--- src/rtl/prefix_adder_pkg.sv ---
// Shared types and elaboration-time helpers for the pipelined Kogge-Stone adder.
package prefix_adder_pkg;

    typedef struct packed {
        logic g;
        logic p;
    } pg_t;

    function automatic int levels_f(input int width);
        return $clog2(width);
    endfunction

    // Prefix level after which rank boundary 'stage' sits, rounded half up.
    // Boundary 0 is the input (level 0) and boundary 'stages' is the last level.
    function automatic int cut_after_f(input int stage, input int levels, input int stages);
        return (2 * stage * levels + stages) / (2 * stages);
    endfunction

endpackage

--- src/rtl/prefix_pg_cell.sv ---
// Kogge-Stone black cell: merges a high (G,P) group with the adjacent lower group.
module prefix_pg_cell
    import prefix_adder_pkg::*;
(
    input  pg_t hi,
    input  pg_t lo,
    output pg_t res
);

    assign res.g = hi.g | (hi.p & lo.g);
    assign res.p = hi.p & lo.p;

endmodule

--- src/rtl/prefix_adder_pipe.sv ---
// Pipelined Kogge-Stone adder with valid/ready backpressure and STAGES register ranks.
// Define PREFIX_ADDER_SUB_EN to add the 'sub' input (result = a - b, cin ignored).
module prefix_adder_pipe
    import prefix_adder_pkg::*;
#(
    parameter int WIDTH  = 32,
    parameter int STAGES = 2
) (
    input  logic             clk,
    input  logic             rst_n,
    input  logic             in_valid,
    output logic             in_ready,
    input  logic [WIDTH-1:0] a,
    input  logic [WIDTH-1:0] b,
    input  logic             cin,
`ifdef PREFIX_ADDER_SUB_EN
    input  logic             sub,
`endif
    output logic             out_valid,
    input  logic             out_ready,
    output logic [WIDTH-1:0] s,
    output logic             cout,
    output logic             ovf
);

    localparam int LEVELS = levels_f(WIDTH);

    logic [WIDTH-1:0] b_eff;
    logic             cin_eff;

`ifdef PREFIX_ADDER_SUB_EN
    assign b_eff   = sub ? ~b : b;
    assign cin_eff = sub | cin;
`else
    assign b_eff   = b;
    assign cin_eff = cin;
`endif

    logic [WIDTH-1:0]       px_in;
    pg_t  [WIDTH-1:0]       pg_in;

    assign px_in = a ^ b_eff;

    // Bit 0 absorbs the carry-in as g[-1]; its group P becomes 0 so every
    // finished prefix G[i:0] is directly the carry into bit i+1.
    always_comb begin
        for (int i = 0; i < WIDTH; i++) begin
            pg_in[i].g = a[i] & b_eff[i];
            pg_in[i].p = px_in[i];
        end
        pg_in[0].g = (a[0] & b_eff[0]) | (px_in[0] & cin_eff);
        pg_in[0].p = 1'b0;
    end

    pg_t  [WIDTH-1:0] pg_q [STAGES];
    pg_t  [WIDTH-1:0] pg_d [STAGES];
    logic [WIDTH-1:0] px_q [STAGES];
    logic [STAGES-1:0] cin_q;
    logic [STAGES-1:0] v_q;
    logic [STAGES-1:0] adv;

    for (genvar r = 0; r < STAGES; r++) begin : gen_rank
        localparam int LO = cut_after_f(r, LEVELS, STAGES);
        localparam int HI = cut_after_f(r + 1, LEVELS, STAGES);

        for (genvar l = 0; l <= LEVELS; l++) begin : gen_lvl
            pg_t [WIDTH-1:0] node;

            if (l == 0) begin : g_src
                if (r == 0) begin : g_first
                    assign node = pg_in;
                end else begin : g_chain
                    assign node = pg_q[r-1];
                end
            end else if (l > LO && l <= HI) begin : g_ks
                localparam int SPAN = 1 << (l - 1);
                for (genvar i = 0; i < WIDTH; i++) begin : gen_bit
                    if (i >= SPAN) begin : g_cell
                        prefix_pg_cell u_cell (
                            .hi  (gen_lvl[l-1].node[i]),
                            .lo  (gen_lvl[l-1].node[i-SPAN]),
                            .res (node[i])
                        );
                    end else begin : g_done
                        assign node[i] = gen_lvl[l-1].node[i];
                    end
                end
            end else begin : g_pass
                assign node = gen_lvl[l-1].node;
            end
        end

        assign pg_d[r] = gen_lvl[LEVELS].node;
    end

    // A rank may load when it is empty or its contents move on this cycle.
    always_comb begin
        logic nxt;
        nxt = out_ready;
        adv = '0;
        for (int k = STAGES - 1; k >= 0; k--) begin
            nxt    = !v_q[k] || nxt;
            adv[k] = nxt;
        end
    end

    assign in_ready = adv[0];

    always_ff @(posedge clk or negedge rst_n) begin
        if (!rst_n) begin
            v_q   <= '0;
            cin_q <= '0;
            for (int k = 0; k < STAGES; k++) begin
                pg_q[k] <= '0;
                px_q[k] <= '0;
            end
        end else begin
            if (adv[0]) begin
                v_q[0]   <= in_valid;
                pg_q[0]  <= pg_d[0];
                px_q[0]  <= px_in;
                cin_q[0] <= cin_eff;
            end
            for (int k = 1; k < STAGES; k++) begin
                if (adv[k]) begin
                    v_q[k]   <= v_q[k-1];
                    pg_q[k]  <= pg_d[k];
                    px_q[k]  <= px_q[k-1];
                    cin_q[k] <= cin_q[k-1];
                end
            end
        end
    end

    logic [WIDTH-1:0] carry_hi;
    logic             unused_last_p;

    always_comb begin
        unused_last_p = 1'b0;
        for (int i = 0; i < WIDTH; i++) begin
            carry_hi[i]   = pg_q[STAGES-1][i].g;
            unused_last_p = unused_last_p ^ pg_q[STAGES-1][i].p;
        end
    end

    assign out_valid = v_q[STAGES-1];
    assign s         = px_q[STAGES-1] ^ {carry_hi[WIDTH-2:0], cin_q[STAGES-1]};
    assign cout      = carry_hi[WIDTH-1];
    assign ovf       = carry_hi[WIDTH-1] ^ carry_hi[WIDTH-2];

endmodule

--- config.mk ---
export PLATFORM = sky130hd
export DESIGN_NAME = prefix_adder_pipe
export DESIGN_NICKNAME = d
export VERILOG_FILES = /design/src/rtl/prefix_adder_pkg.sv /design/src/rtl/prefix_pg_cell.sv /design/src/rtl/prefix_adder_pipe.sv
export SDC_FILE = /design/constraint.sdc
export NUM_CORES = 1
export LEC_CHECK = 0
export BUFFER_PORTS_ARGS = -buffer_cell sky130_fd_sc_hd__buf_2
export CAP_MARGIN = 5
export CORE_UTILIZATION = 50
export DETAILED_ROUTE_END_ITERATION = 10
export PLACE_DENSITY = 0.82
export SLEW_MARGIN = 25
export SYNTH_ARGS = -nofsm -noshare
export SYNTH_HDL_FRONTEND = slang
export SYNTH_SLANG_ARGS = --single-unit
--- constraint.sdc ---
create_clock -name clk -period 4.1 [get_ports clk]
set_clock_uncertainty 0.05 [all_clocks]
set_input_delay 0.82 -clock clk [delete_from_list [all_inputs] [get_ports clk]]
set_output_delay 0.82 -clock clk [all_outputs]
set_load 0.01 [all_outputs]
== Word-level counts from Yosys, hierarchy flattened ==
Cells that the tools add are included.

* Memories: 0
* Input port bits: 69
* Flip-flop bits (word level): 156
* Latch bits: 0
* Logic and storage cells: 491
* Bits in read-only memories: 0
* Bits in writable memories: 0

* Bitwise logic cells: 393
* Mux-type cells: 0
* Equal/unequal tests: 0
* Order comparisons: 0
* Reduce and logical (&&, ||, !) cells: 4
* Multipliers: 0
* Add/subtract/negate cells: 0
* Divide/modulo/power cells: 0
* Shift operators: 0

{| class="wikitable"
|+ Operators with widths
! cell !! count
|-
| bitwise AND 1 bit || 260
|-
| bitwise OR 1 bit || 130
|-
| bitwise XOR 32 bit || 2
|-
| zero test 1 bit || 2
|-
| logical OR 1 bit || 2
|-
| bitwise XOR 1 bit || 1
|}

== Depth between registers and ports, before layout ==
Gate-level depths: netlist of run 1.

* Depth in word-level cells: 9
* Mapped depth: 7
* Mapped depth without buffers: 5

== Modules after synthesis ==
A second synthesis of run 1 with hierarchy kept.

* Cell total of the unflattened synthesis: 671
* Area, all modules: 8732.1 um2

{| class="wikitable"
|+ By module, submodules not included
! module !! times used !! area each (um2) !! cells each !! seq. area each (um2)
|-
| prefix_adder_pipe || 1 || 6795.3 || 413 || 4078.9
|-
| prefix_pg_cell || 129 || 15.0 || 2 || 0.0
|}

== Least setup slack after synthesis of run 1 ==
No wires, ideal clock.

* Path kind: input to output
* Start: input out_ready
* End: output in_ready
* Cell stages on the path: 5
* Path slack: 1.739 ns
* Arrival: 1.491 ns
* Buffers on the path: 3
* Cell sequence: and3b_1 > buf_6 > inv_2 > buf_4 > buf_2

* Longest elaborated chain between the ends: 2

{| class="wikitable"
|+ RTL lines
! item !! line !! text
|-
| from (decl) || prefix_adder_pipe.sv:20 || <nowiki>input logic out_ready,</nowiki>
|-
| logical OR 1 bit (2 in a row) || prefix_adder_pipe.sv:102 || <nowiki>nxt = !v_q[k] || nxt;</nowiki>
|-
| to (decl) || prefix_adder_pipe.sv:12 || <nowiki>output logic in_ready,</nowiki>
|}

Every way passes these cells.

== Final worst setup path of run 1 ==
Same ends and word-level chain as after synthesis.

==> results of run 1 <==
## cell usage after synthesis (6+ instances only)
library cell | count | area (um2)
sky130_fd_sc_hd__dfrtp_1 | 156 | 3900
sky130_fd_sc_hd__nand2_1 | 151 | 567
sky130_fd_sc_hd__a21oi_1 | 99 | 495
sky130_fd_sc_hd__nor2_1 | 64 | 240
sky130_fd_sc_hd__mux2_2 | 50 | 563
sky130_fd_sc_hd__o21ai_0 | 35 | 175
sky130_fd_sc_hd__xor2_1 | 33 | 289
sky130_fd_sc_hd__ha_1 | 32 | 400
sky130_fd_sc_hd__buf_2 | 24 | 120
sky130_fd_sc_hd__inv_1 | 8 | 30.0
sky130_fd_sc_hd__nand3_1 | 8 | 40.0
sky130_fd_sc_hd__o21bai_1 | 8 | 60.1
sky130_fd_sc_hd__a22o_1 | 6 | 52.6
sky130_fd_sc_hd__nand4_1 | 6 | 37.5
## metal layers
layer | global-route usage, % | wire length [um] | up-vias
li1 | - | - | 2722
met1 | 35.5 | 7690 | 2872
met2 | 39.2 | 8330 | 272
met3 | 5.40 | 1500 | 35
met4 | 8.28 | 358 | 0
met5 | 0 | 0 | -
## cells by family after synthesis
| logic type | count (synthesis) |
|---|---|
| and+or+nand+nor | 245 |
| AOI/OAI and AO/OA | 172 |
| DFF | 156 |
| muxes | 51 |
| buffers and inverters | 38 |
| xor gates and xnor gates | 33 |
| adders and majority gates | 32 |
## final timing paths
path,from,endpoint
worst max-delay path,out_ready,in_ready
worst min-delay path,rst_n,px_q[2]
worst max register to register,v_q[1],gen_rank[1].gen_lvl[0].node[22]
worst min register to register,px_q[56],px_q[56]
max in group asynchronous,rst_n,v_q[1]
min in group clk,px_q[56],px_q[56]
## sequential cells by signal (all words and copies together) (netlist names)
signal and flops:
gen_rank.gen_lvl.node 56, v_q 2, cin_q 2, carry_hi 31
cout 1, px_q 64
## metrics by stage
step,utilization (%),instances,cell area (um2)
finish,61.4,1017,8650
global route,61.4,1017,8650
CTS,61.4,1017,8650
detailed placement,56.7,985,7990
global placement,56.7,985,7990
floorplan,-,727,7340
## power breakdown
part | internal [mW] | leakage [nW] | total [mW] | switching, mW
clock network | 1.12 | 0.323 | 1.76 | 0.635
logic | 0.398 | 1.86 | 0.944 | 0.546
registers | 1.77 | 1.89 | 1.93 | 0.156
## cell type report
class / instances / area (um2) / share of cell area (%)
clock buffer: 21 / 460 / 5.32
clock inverter: 11 / 203 / 2.34
tap: 180 / 225 / 2.60
inverter: 9 / 33.8 / 0.391
timing repair buffer: 107 / 574 / 6.64
multi-input combinational: 533 / 3250 / 37.6
sequential: 156 / 3900 / 45.1
==> results.rst, run 1 <==
.. list-table::
   :header-rows: 1

   * - Metric
     - Value
   * - Core box area
     - 14100 um2
   * - Top FF cell, synth
     - sky130_fd_sc_hd__dfrtp_1
   * - Worst reg-to-reg path cell count
     - 5
   * - Number of antenna repair diodes
     - 0
   * - Most frequent standard cell in the layout excluding fill and tap cells
     - sky130_fd_sc_hd__dfrtp_1
   * - Iteration-0 DRC count of the detailed router
     - between 600 and 700
   * - Vias after detailed routing
     - 5901
   * - Compound-cell area share of the yosys netlist
     - between 10% and 20%
   * - Via count normalized by instance count
     - roughly 5.8
   * - Data required time at the worst endpoint
     - ~3.2 ns
   * - Placed wire-length estimate after detailed placement
     - roughly 12000 um
   * - Area of the die
     - around 15000 um2
   * - Setup Fix Bufs, Post-CTS
     - 0
   * - Mapped Area
     - 7340 um2
   * - Most frequent cells in the layout
     - sky130_fd_sc_hd__dfrtp_1 (156), sky130_fd_sc_hd__nand2_1 (151), sky130_fd_sc_hd__buf_2 (103)
   * - Area share of and/or/nand/nor cells after synthesis
     - between 10% and 20%
   * - Vias in the first global route
     - about 5.7k
   * - I/O pin cnt
     - ~110
   * - Maximum operating frequency
     - 356 MHz
   * - Die outline height
     - about 120 um
   * - Die X-Extent
     - 123 um
   * - Type of the worst setup path
     - input pin to output pin
   * - Max-slew headroom
     - 33.7%
   * - Mapped Nets
     - a little over 800
   * - CTS tree
     - done
   * - Slowest stage delay, CP
     - roughly 0.54 ns
   * - Time the final worst path needs with I/O delays and setup
     - roughly 2.8 ns
   * - Library cell used as clock root buffer
     - sky130_fd_sc_hd__clkbuf_16
   * - Critical Path Sink Type
     - output pin
   * - Portion of the clock cycle consumed by the worst path in the final layout
     - approximately two thirds
   * - Worst Setup Slack post-DPL
     - 1.31 ns
   * - Slack of the worst reg-to-reg path
     - between 1.5 and 2 ns
   * - RePlAce Congestion
     - roughly 0.9
   * - Routed wire length
     - ~18000 um
   * - Buf+Inv Stages, Crit Path
     - 3
   * - Cell seen most often among critical-path stages
     - sky130_fd_sc_hd__buf_2
   * - IO buf count
     - around 100
   * - Max rail drop VDD
     - around 0.32 mV
   * - Post-synth EDFFs
     - 0
   * - Largest net degree at the start of global routing
     - 90
   * - Maximum fanout count along the critical path
     - 39
   * - Cell with the largest stage delay on the worst path
     - sky130_fd_sc_hd__inv_2
   * - Distinct cells, synth
     - 40
   * - Antenna violations before repair
     - 0
   * - Min setup slack post-route
     - ~1.3 ns
   * - Initial standard-cell utilization of the core
     - between 50% and 60%
   * - Worst-Skew Late Latency
     - 0.42 ns
   * - NumNets Final
     - between 900 and 1k
   * - Clock buffers created by TritonCTS
     - 17
   * - Hold slack final
     - ~0.34 ns
   * - Number of nets still failing antenna checks after routing
     - 0
   * - Number of hold violations in the final report
     - 0
   * - Startpoint kind of the worst setup timing path
     - input pin
   * - Crit path DAT
     - about 1.9 ns
   * - HP Class
     - input pin to asynchronous set/reset pin
   * - Aggregate negative setup slack
     - 0 ns
   * - Row count
     - between 40 and 50
   * - Number of buffers inserted for hold repair after clock tree synthesis
     - 0
   * - Share of cells above drive strength 1
     - 22.9%
   * - Max-capacitance violation count
     - 0
   * - Share of the yosys chip area belonging to registers
     - between 50% and 60%
   * - Max-slew violation count
     - 0
   * - Cell family contributing the most delay on the critical path
     - buffers and inverters
   * - Main combinational cell family by area after synthesis
     - simple AND/OR/NAND/NOR gates
   * - Layout area overhead
     - 17.9%
   * - Drt drc
     - 0
   * - Cell count after synthesis
     - 727
   * - Final count of negative-setup-slack endpoints
     - 0
   * - DR pass1 iterations
     - 5
   * - CTS-repair resized insts
     - 0
   * - Sinks on Clock Net
     - about 160
   * - Cell area power density
     - roughly 540 nW/um2
   * - First-pass GRT wire length
     - approximately 29000 um
   * - Clock transition at the registers of the reported paths
     - roughly 0.070 ns
   * - Leakage power total
     - just over 4 nW
   * - Number of gates on the worst path with buffers counted
     - 4
   * - Fill cells
     - roughly 1.1k
   * - Unrepaired setup endpoints after global routing
     - false
   * - Synthesized-area fraction occupied by xor and xnor cells
     - 3.94%
   * - Yosys warning total
     - 0
   * - Number of synthesized register bits
     - ~160
   * - Ordered cell list for the critical path
     - buf_2 -> and3b_2 -> inv_2 -> buf_2
   * - Outcome
     - finished, final reports clean
   * - Actual transition at the worst max-transition pin
     - slightly below 1 ns
   * - Total Power
     - 4.63 mW
   * - Post-synthesis adder-cell area fraction
     - approximately 5.5%
   * - Post-synthesis mux area share
     - 7.81%
   * - Global route overflow
     - 0
   * - Buffer depth of the longest clock path
     - 2
   * - Average wire per cell in the routed design
     - approximately 18 um
   * - Deepest level of the CTS H-tree
     - 4
   * - Total routing resource utilization after global routing
     - ~25%
   * - Fraction of synthesis flops using an asynchronous set or reset pin
     - between 90% and 100%
   * - Syn Area/Cell
     - 10.1 um2
Power figures use the tool's default switching activity.
==> run 2, diff against run 1 <==
--- a/config.mk
+++ b/config.mk
@@ -9,7 +9,7 @@
 export CAP_MARGIN = 5
 export CORE_UTILIZATION = 50
 export DETAILED_ROUTE_END_ITERATION = 10
-export PLACE_DENSITY = 0.82
+export PLACE_DENSITY = 0.85
 export SLEW_MARGIN = 25
 export SYNTH_ARGS = -nofsm -noshare
 export SYNTH_HDL_FRONTEND = slang
==> constraint.sdc (replaced) <==
create_clock -name clk -period 2.3 [get_ports clk]
set_clock_uncertainty 0.05 [all_clocks]
set_input_delay 0.46 -clock clk [delete_from_list [all_inputs] [get_ports clk]]
set_output_delay 0.46 -clock clk [all_outputs]
set_load 0.01 [all_outputs]
==> run 2 against run 1 <==
Cell count grew 0.98%. Clock power grew 58%. Sequential cell count is the same. First-iteration DRC count shrank 5.5%. Sequential power grew 79%. Via count shrank 0.10%. Register-to-register slack lost 1.4 ns. Worst hold slack lost 0.13 ns. Wire length grew 1.6%. Utilization grew 0.39 points. Worst setup slack lost 1.2 ns. Critical path type is now flip-flop to output pin. Largest cell class unchanged.
==> results.rst, run 2 (synthesis gave the netlist of run 1 again) <==
.. list-table::
   :header-rows: 1

   * - Metric
     - Value
   * - NumNets Final
     - 935 (+1.1%)
   * - IO buf count
     - 104 (unchanged)
   * - Seq. cell area
     - 3900 um2 (unchanged)
   * - Core box area
     - 14100 um2 (unchanged)
   * - Largest net degree at the start of global routing
     - 70 (-22%)
   * - Leakage power total
     - 4.10 nW (+0.57%)
   * - Max-capacitance violation count
     - 0 (unchanged)
   * - Row count
     - 43 (unchanged)
   * - Setup Fix Bufs, Post-CTS
     - 0 (unchanged)
   * - Global-route met3 utilization
     - 4.84% (-0.55 points)
   * - Maximum fanout count along the critical path
     - 18 (-54%)
   * - Global routing met1 resource utilization
     - 35.1% (-0.39 points)
   * - Flip-flop count of the largest register, all copies and words added
     - 64 (unchanged)
   * - Share of cells above drive strength 1
     - 24.0% (+1.0 points)
   * - Critical Path Sink Type
     - output pin
   * - Max-slew headroom
     - 61.9% (+28 points)
   * - Util after Layout
     - 61.8% (+0.39 points)
   * - Maximum operating frequency
     - around 460 MHz
   * - DR pass1 iterations
     - 5 (unchanged)
   * - Slack of the worst reg-to-reg path
     - 0.49 ns (-1.41 ns)
   * - Worst-Skew Late Latency
     - 0.42 ns (about the same)
   * - Iteration-0 DRC count of the detailed router
     - 579 (-5.5%)
   * - Vias in the first global route
     - 5818 (+1.7%)
   * - Area of the multi-input gates
     - 3250 um2 (unchanged)
   * - Antenna violations before repair
     - 0 (unchanged)
   * - Layout area overhead
     - 18.7%
   * - Unrepaired setup endpoints after global routing
     - false
   * - Max-slew violation count
     - 0 (unchanged)
   * - Average wire per cell in the routed design
     - 17.7 um (+0.59%)
   * - Number of hold violations in the final report
     - 0 (unchanged)
   * - Outcome
     - finished, final reports clean
   * - Vias after detailed routing
     - 5895 (-0.10%)
   * - Most frequent standard cell in the layout excluding fill and tap cells
     - sky130_fd_sc_hd__dfrtp_1
   * - HP Class
     - input pin to flip-flop
   * - Placed wire-length estimate after detailed placement
     - 13200 um (+7.7%)
   * - Global route overflow
     - 0 (unchanged)
   * - Cell area power density
     - 914 nW/um2 (+71%)
   * - Routing usage on met2
     - 40.2% (+1.0 points)
   * - Drt drc
     - 0 (unchanged)
   * - I/O pin cnt
     - 105 (unchanged)
   * - Type of the worst setup path
     - flip-flop to output pin
   * - Clock buffers created by TritonCTS
     - 17 (unchanged)
   * - Number of nets still failing antenna checks after routing
     - 0 (unchanged)
   * - Routed wire length
     - 18200 um (+1.6%)
   * - Deepest level of the CTS H-tree
     - 4 (unchanged)
   * - Number of antenna repair diodes
     - 0 (unchanged)
   * - Sinks on Clock Net
     - 156 (unchanged)
   * - Initial standard-cell utilization of the core
     - 52.0% (unchanged)
   * - CTS tree
     - done
   * - Most frequent cells in the layout
     - sky130_fd_sc_hd__dfrtp_1 (156), sky130_fd_sc_hd__nand2_1 (151), sky130_fd_sc_hd__buf_2 (103)
   * - Actual transition at the worst max-transition pin
     - 0.571 ns (-0.423 ns)
   * - Total routing resource utilization after global routing
     - 25.6% (+0.32 points)
   * - Die outline height
     - 123 um (unchanged)
   * - Clock transition at the registers of the reported paths
     - 0.06 ns (about the same)
   * - Aggregate negative setup slack
     - 0 ns (unchanged)
   * - Peak-usage layer in the global routing report
     - met2
   * - First-pass GRT wire length
     - 29300 um (+1.1%)
   * - Portion of the clock cycle consumed by the worst path in the final layout
     - a little over nine tenths
   * - Crit path DAT
     - 1.67 ns (-0.27 ns)
   * - Die X-Extent
     - 123 um (unchanged)
   * - RePlAce Congestion
     - 1.01 (+11%)
   * - Time the final worst path needs with I/O delays and setup
     - between 2 and 2.5 ns
   * - Register containing the most flip-flops in the final layout
     - px_q
   * - Max rail drop VDD
     - 0.594 mV (+89%)
   * - Data required time at the worst endpoint
     - 1.79 ns (-1.44 ns)
   * - Startpoint kind of the worst setup timing path
     - flip-flop
   * - Via count normalized by instance count
     - 5.74 (-1.1%)
   * - Final count of negative-setup-slack endpoints
     - 0 (unchanged)
   * - Buffer depth of the longest clock path
     - 2 (unchanged)
   * - Area of the die
     - 15200 um2 (unchanged)
   * - Fill cells
     - 1079 (-4.3%)
   * - Library cell used as clock root buffer
     - sky130_fd_sc_hd__clkbuf_16
## run 2: changes by cell type in the layout (fill, tap and decap cells not counted), sizes merged
cell         before  now
clkinvlp          0    3
bufinv            5    2
clkbuf           21   17
dlygate4sd3       0    1
buf             107  116
clkinv            2    6
## run 2: repair_timing
action                                  in CTS  in global routing
hold endpoints to repair                    47                  0
endpoints found under the setup margin       0                  0
gates resized for setup                      0                  0
hold buffers                                 1                  0
## run 2: metrics by stage
stage	setup WS [ns]	cells	cell area (um2)	total power [mW]	hold WS (ns)
final	0.116	1027	8700	7.95	0.213
after global routing	0.0458	1027	8700	8.31	0.209
after CTS	0.0912	1027	8700	7.97	0.209
after detailed placement	0.387	994	8100	5.19	0.379
after global placement	0.419	994	8100	5.12	0.381
after floorplan	0.659	727	7340	4.46	0.114
## run 2: worst paths after layout
| kind | from | endpoint | cells past startpoint |
|---|---|---|---|
| min | in_valid | v_q[0] | 2 |
| min reg2reg | px_q[44] | px_q[44] | 2 |
| max | v_q[1] | in_ready | 3 |
| max reg2reg | v_q[1] | gen_rank[1].gen_lvl[0].node[7] | 4 |
| min in group asynchronous | rst_n | gen_rank[1].gen_lvl[0].node[3] | 2 |
| max in group asynchronous | rst_n | gen_rank[1].gen_lvl[0].node[50] | 3 |
## run 2: cell type report
type	count	area share [%]
sequential	156	44.8
multi-input combinational	533	37.3
timing repair buffer	117	8.06
clock buffer	17	4.89
tap	180	2.59
clock inverter	15	1.90
inverter	9	0.388
## run 2: layer usage
metal	share of wire (%)	up-vias
met1	43	2841
met2	47	266
met5	0	-
met4	2.6	0
met3	7.3	50
li1	-	2738
## run 2: report_power, final
part	leakage, nW	switching (mW)	internal (mW)
sequential	1.89	0.285	3.16
combinational	1.93	0.986	0.735
clock	0.282	1.17	1.62
## run 2: critical path, stage by stage, from the launching register on
cell and delay, ns:
sky130_fd_sc_hd__dfrtp_1 0.41, sky130_fd_sc_hd__and3b_2 0.25, sky130_fd_sc_hd__inv_2 0.36, sky130_fd_sc_hd__buf_2 0.22
==> run 3, diff against run 2 <==
--- a/config.mk
+++ b/config.mk
@@ -9,8 +9,8 @@
 export CAP_MARGIN = 5
 export CORE_UTILIZATION = 50
 export DETAILED_ROUTE_END_ITERATION = 10
-export PLACE_DENSITY = 0.85
-export SLEW_MARGIN = 25
+export PLACE_DENSITY = 0.74
+export SLEW_MARGIN = 5
 export SYNTH_ARGS = -nofsm -noshare
 export SYNTH_HDL_FRONTEND = slang
 export SYNTH_SLANG_ARGS = --single-unit
==> run 3 against run 2 <==
Worst setup slack gained 0.075 ns. Wire length shrank 3.7%. Register-to-register slack is essentially flat. Total power shrank 1.8%. Critical path type unchanged. Fmax grew 3.6%. Count of clock-buffer cells in the layout grew 2. Die area is the same. Clock power shrank 4%. Non-clock buffer count grew 1. Sequential power is essentially flat.
==> results.rst, run 3 (synthesis gave the netlist of run 1 again) <==
.. list-table::
   :header-rows: 1

   * - Metric
     - Value
   * - Cell with the largest stage delay on the worst path
     - sky130_fd_sc_hd__dfrtp_1
   * - Actual transition at the worst max-transition pin
     - 0.539 ns (-0.0325 ns)
   * - Portion of the clock cycle consumed by the worst path in the final layout
     - 91.7% (-3.3 points)
   * - Startpoint kind of the worst setup timing path
     - flip-flop
   * - Max-capacitance violation count
     - 0 (unchanged)
   * - Switching power of the nets
     - 2.36 mW (-3.3%)
   * - Number of nets still failing antenna checks after routing
     - 0 (unchanged)
   * - Critical Path Sink Type
     - output pin
   * - Buffer depth of the longest clock path
     - 2 (unchanged)
   * - Worst-Skew Late Latency
     - 0.42 ns (about the same)
   * - IO buf count
     - 104 (unchanged)
   * - Library cell used as clock root buffer
     - sky130_fd_sc_hd__clkbuf_16
   * - Share of cells above drive strength 1
     - 24.1% (+0.090 points)
   * - Flip-flop count of the largest register, all copies and words added
     - 64 (unchanged)
   * - CTS tree
     - done
   * - Number of hold violations in the final report
     - 0 (unchanged)
   * - Portion of total power attributed to combinational logic
     - 21.8% (about the same)
   * - Switching share of total power
     - 30.2% (-0.46 points)
   * - Clock transition at the registers of the reported paths
     - 0.06 ns (about the same)
   * - Proportion of power drawn by the clock network
     - 34.3% (-0.7 points)
   * - Vias in the first global route
     - 5429 (-6.7%)
   * - Total routing resource utilization after global routing
     - 24.9% (-0.65 points)
   * - Cell area power density
     - 898 nW/um2 (-1.7%)
   * - Unrepaired setup endpoints after global routing
     - false
   * - Setup Fix Bufs, Post-CTS
     - 0 (unchanged)
   * - Final count of negative-setup-slack endpoints
     - 0 (unchanged)
   * - Maximum fanout count along the critical path
     - 14 (-4)
   * - HP Class
     - input pin to flip-flop
   * - Area of the die
     - 15200 um2 (unchanged)
   * - Layout area overhead
     - 18.6% (about the same)
   * - Type of the worst setup path
     - flip-flop to output pin
   * - First-pass GRT wire length
     - 28300 um (-3.4%)
   * - Average wire per cell in the routed design
     - 17.0 um (-3.7%)
   * - Antenna violations before repair
     - 0 (unchanged)
   * - Initial standard-cell utilization of the core
     - 52.0% (unchanged)
   * - Slowest stage delay, CP
     - 0.42 ns (about the same)
   * - Internal Pwr Total
     - 5.45 mW (-1.1%)
   * - Ordered cell list for the critical path
     - and3b_2 -> inv_2 -> buf_2
   * - Maximum operating frequency
     - 474 MHz (+3.6%)
   * - Most frequent standard cell in the layout excluding fill and tap cells
     - sky130_fd_sc_hd__dfrtp_1
   * - Sinks on Clock Net
     - 156 (unchanged)
   * - Hold slack final
     - 0.231 ns (+0.0176 ns)
   * - Clock buffers created by TritonCTS
     - 17 (unchanged)
   * - Core box area
     - 14100 um2 (unchanged)
   * - Via count normalized by instance count
     - 5.49 (-4.4%)
   * - Most frequent cells in the layout
     - sky130_fd_sc_hd__dfrtp_1 (156), sky130_fd_sc_hd__nand2_1 (151), sky130_fd_sc_hd__buf_2 (103)
   * - Crit path DAT
     - 1.60 ns (-0.07 ns)
   * - Largest net degree at the start of global routing
     - 70 (unchanged)
   * - Row count
     - 43 (unchanged)
   * - Vias after detailed routing
     - 5643 (-4.3%)
   * - RePlAce Congestion
     - 0.954 (-5.1%)
   * - Max-slew violation count
     - 0 (unchanged)
   * - Die outline height
     - 123 um (unchanged)
   * - Leakage power total
     - 4.12 nW (+0.37%)
   * - NumNets Final
     - 936 (+0.11%)
   * - Aggregate negative setup slack
     - 0 ns (unchanged)
   * - Data required time at the worst endpoint
     - 1.79 ns (about the same)
   * - Number of antenna repair diodes
     - 0 (unchanged)
   * - Sequential power share
     - 43.9% (+0.6 points)
   * - Placed wire-length estimate after detailed placement
     - 12900 um (-2.4%)
   * - Iteration-0 DRC count of the detailed router
     - 348 (-40%)
   * - Global route overflow
     - 0 (unchanged)
   * - Max-slew headroom
     - 64.1% (+2.2 points)
   * - Deepest level of the CTS H-tree
     - 4 (unchanged)
   * - Drt drc
     - 0 (unchanged)
   * - CTS-repair resized insts
     - 0 (unchanged)
   * - Util after Layout
     - 61.7% (about the same)
   * - I/O pin cnt
     - 105 (unchanged)
   * - DR pass1 iterations
     - 4 (-1)
   * - Outcome
     - finished, final reports clean
   * - Time the final worst path needs with I/O delays and setup
     - 2.11 ns (-0.0753 ns)
   * - Routed wire length
     - 17500 um (-3.7%)
   * - Fill cells
     - 1205 (+12%)
   * - Die X-Extent
     - 123 um (unchanged)
   * - Register containing the most flip-flops in the final layout
     - px_q
   * - Max rail drop VDD
     - 0.698 mV (+17%)
run 3: changes by cell type in the layout (fill, tap and decap cells not counted):
cell                         change
sky130_fd_sc_hd__buf_12          +1
sky130_fd_sc_hd__bufinv_16       -1
sky130_fd_sc_hd__clkbuf_8        +2
sky130_fd_sc_hd__clkinv_2        +4
sky130_fd_sc_hd__clkinv_4        -2
sky130_fd_sc_hd__clkinvlp_4      -3
sky130_fd_sc_hd__inv_6           +1
sky130_fd_sc_hd__inv_8           -1
run 3: metal layers:
layer	up-vias	GRT usage (%)	part of all wire (%)
li1	2746	-	-
met1	2710	36.4	48
met2	160	37.3	46
met3	27	4.29	4.5
met4	0	9.26	1.8
met5	-	0	0
run 3: repair_timing:
action / 4_1_cts / 5_1_grt
hold buffers: 1 / 0
endpoints found under the setup margin: 0 / 0
endpoints found under the hold margin: 27 / 0
run 3: metrics by stage:
step | area [um2] | cells | total power [mW] | setup WS, ns
2_1_floorplan | 7340 | 727 | 4.46 | 0.659
3_3_place_gp | 8120 | 995 | 5.14 | 0.382
3_5_place_dp | 8120 | 995 | 5.17 | 0.413
4_1_cts | 8700 | 1028 | 7.87 | 0.173
5_1_grt | 8700 | 1028 | 8.21 | 0.136
6_report | 8700 | 1028 | 7.81 | 0.192
run 3: layout make-up:
cell class                 count  area (um2)  area share [%]
sequential                   156        3900            44.9
timing repair buffer         118         722            8.30
multi-input combinational    533        3250            37.4
clock inverter                13         113            1.29
tap                          180         225            2.59
inverter                       9        33.8           0.388
clock buffer                  19         453            5.21
run 3: path summary, 6_finish.rpt:
kind                                                startpoint           end  slack, ns  cells after the start
worst max-delay path                                    v_q[1]      in_ready       0.19                      3
worst min-delay path                                  in_valid        v_q[0]       0.23                      2
worst max register to register  gen_rank[1].gen_lvl[0].node[3]  carry_hi[25]       0.50                      4
worst min register to register                        px_q[35]      px_q[35]       0.41                      2
max in group asynchronous                                rst_n      px_q[21]       1.14                      3
min in group asynchronous                                rst_n      px_q[37]       0.43                      2
run 3: power groups by stage:
| stage | clock network, mW | logic [mW] | registers (mW) |
|---|---|---|---|
| 3_3_place_gp | 0 | 1.68 | 3.46 |
| 4_1_cts | 2.72 | 1.72 | 3.43 |
| 2_1_floorplan | 0 | 1.06 | 3.40 |
| 6_report | 2.68 | 1.70 | 3.43 |
| 3_5_place_dp | 0 | 1.70 | 3.48 |
| 5_1_grt | 2.84 | 1.88 | 3.49 |
run 3: critical path, delay by kind of cell (launching register included):
kind                   cells  cell delay [ns]
buffers and inverters      2             0.51
flip-flops                 1             0.42
AND/OR/NAND/NOR            1             0.25
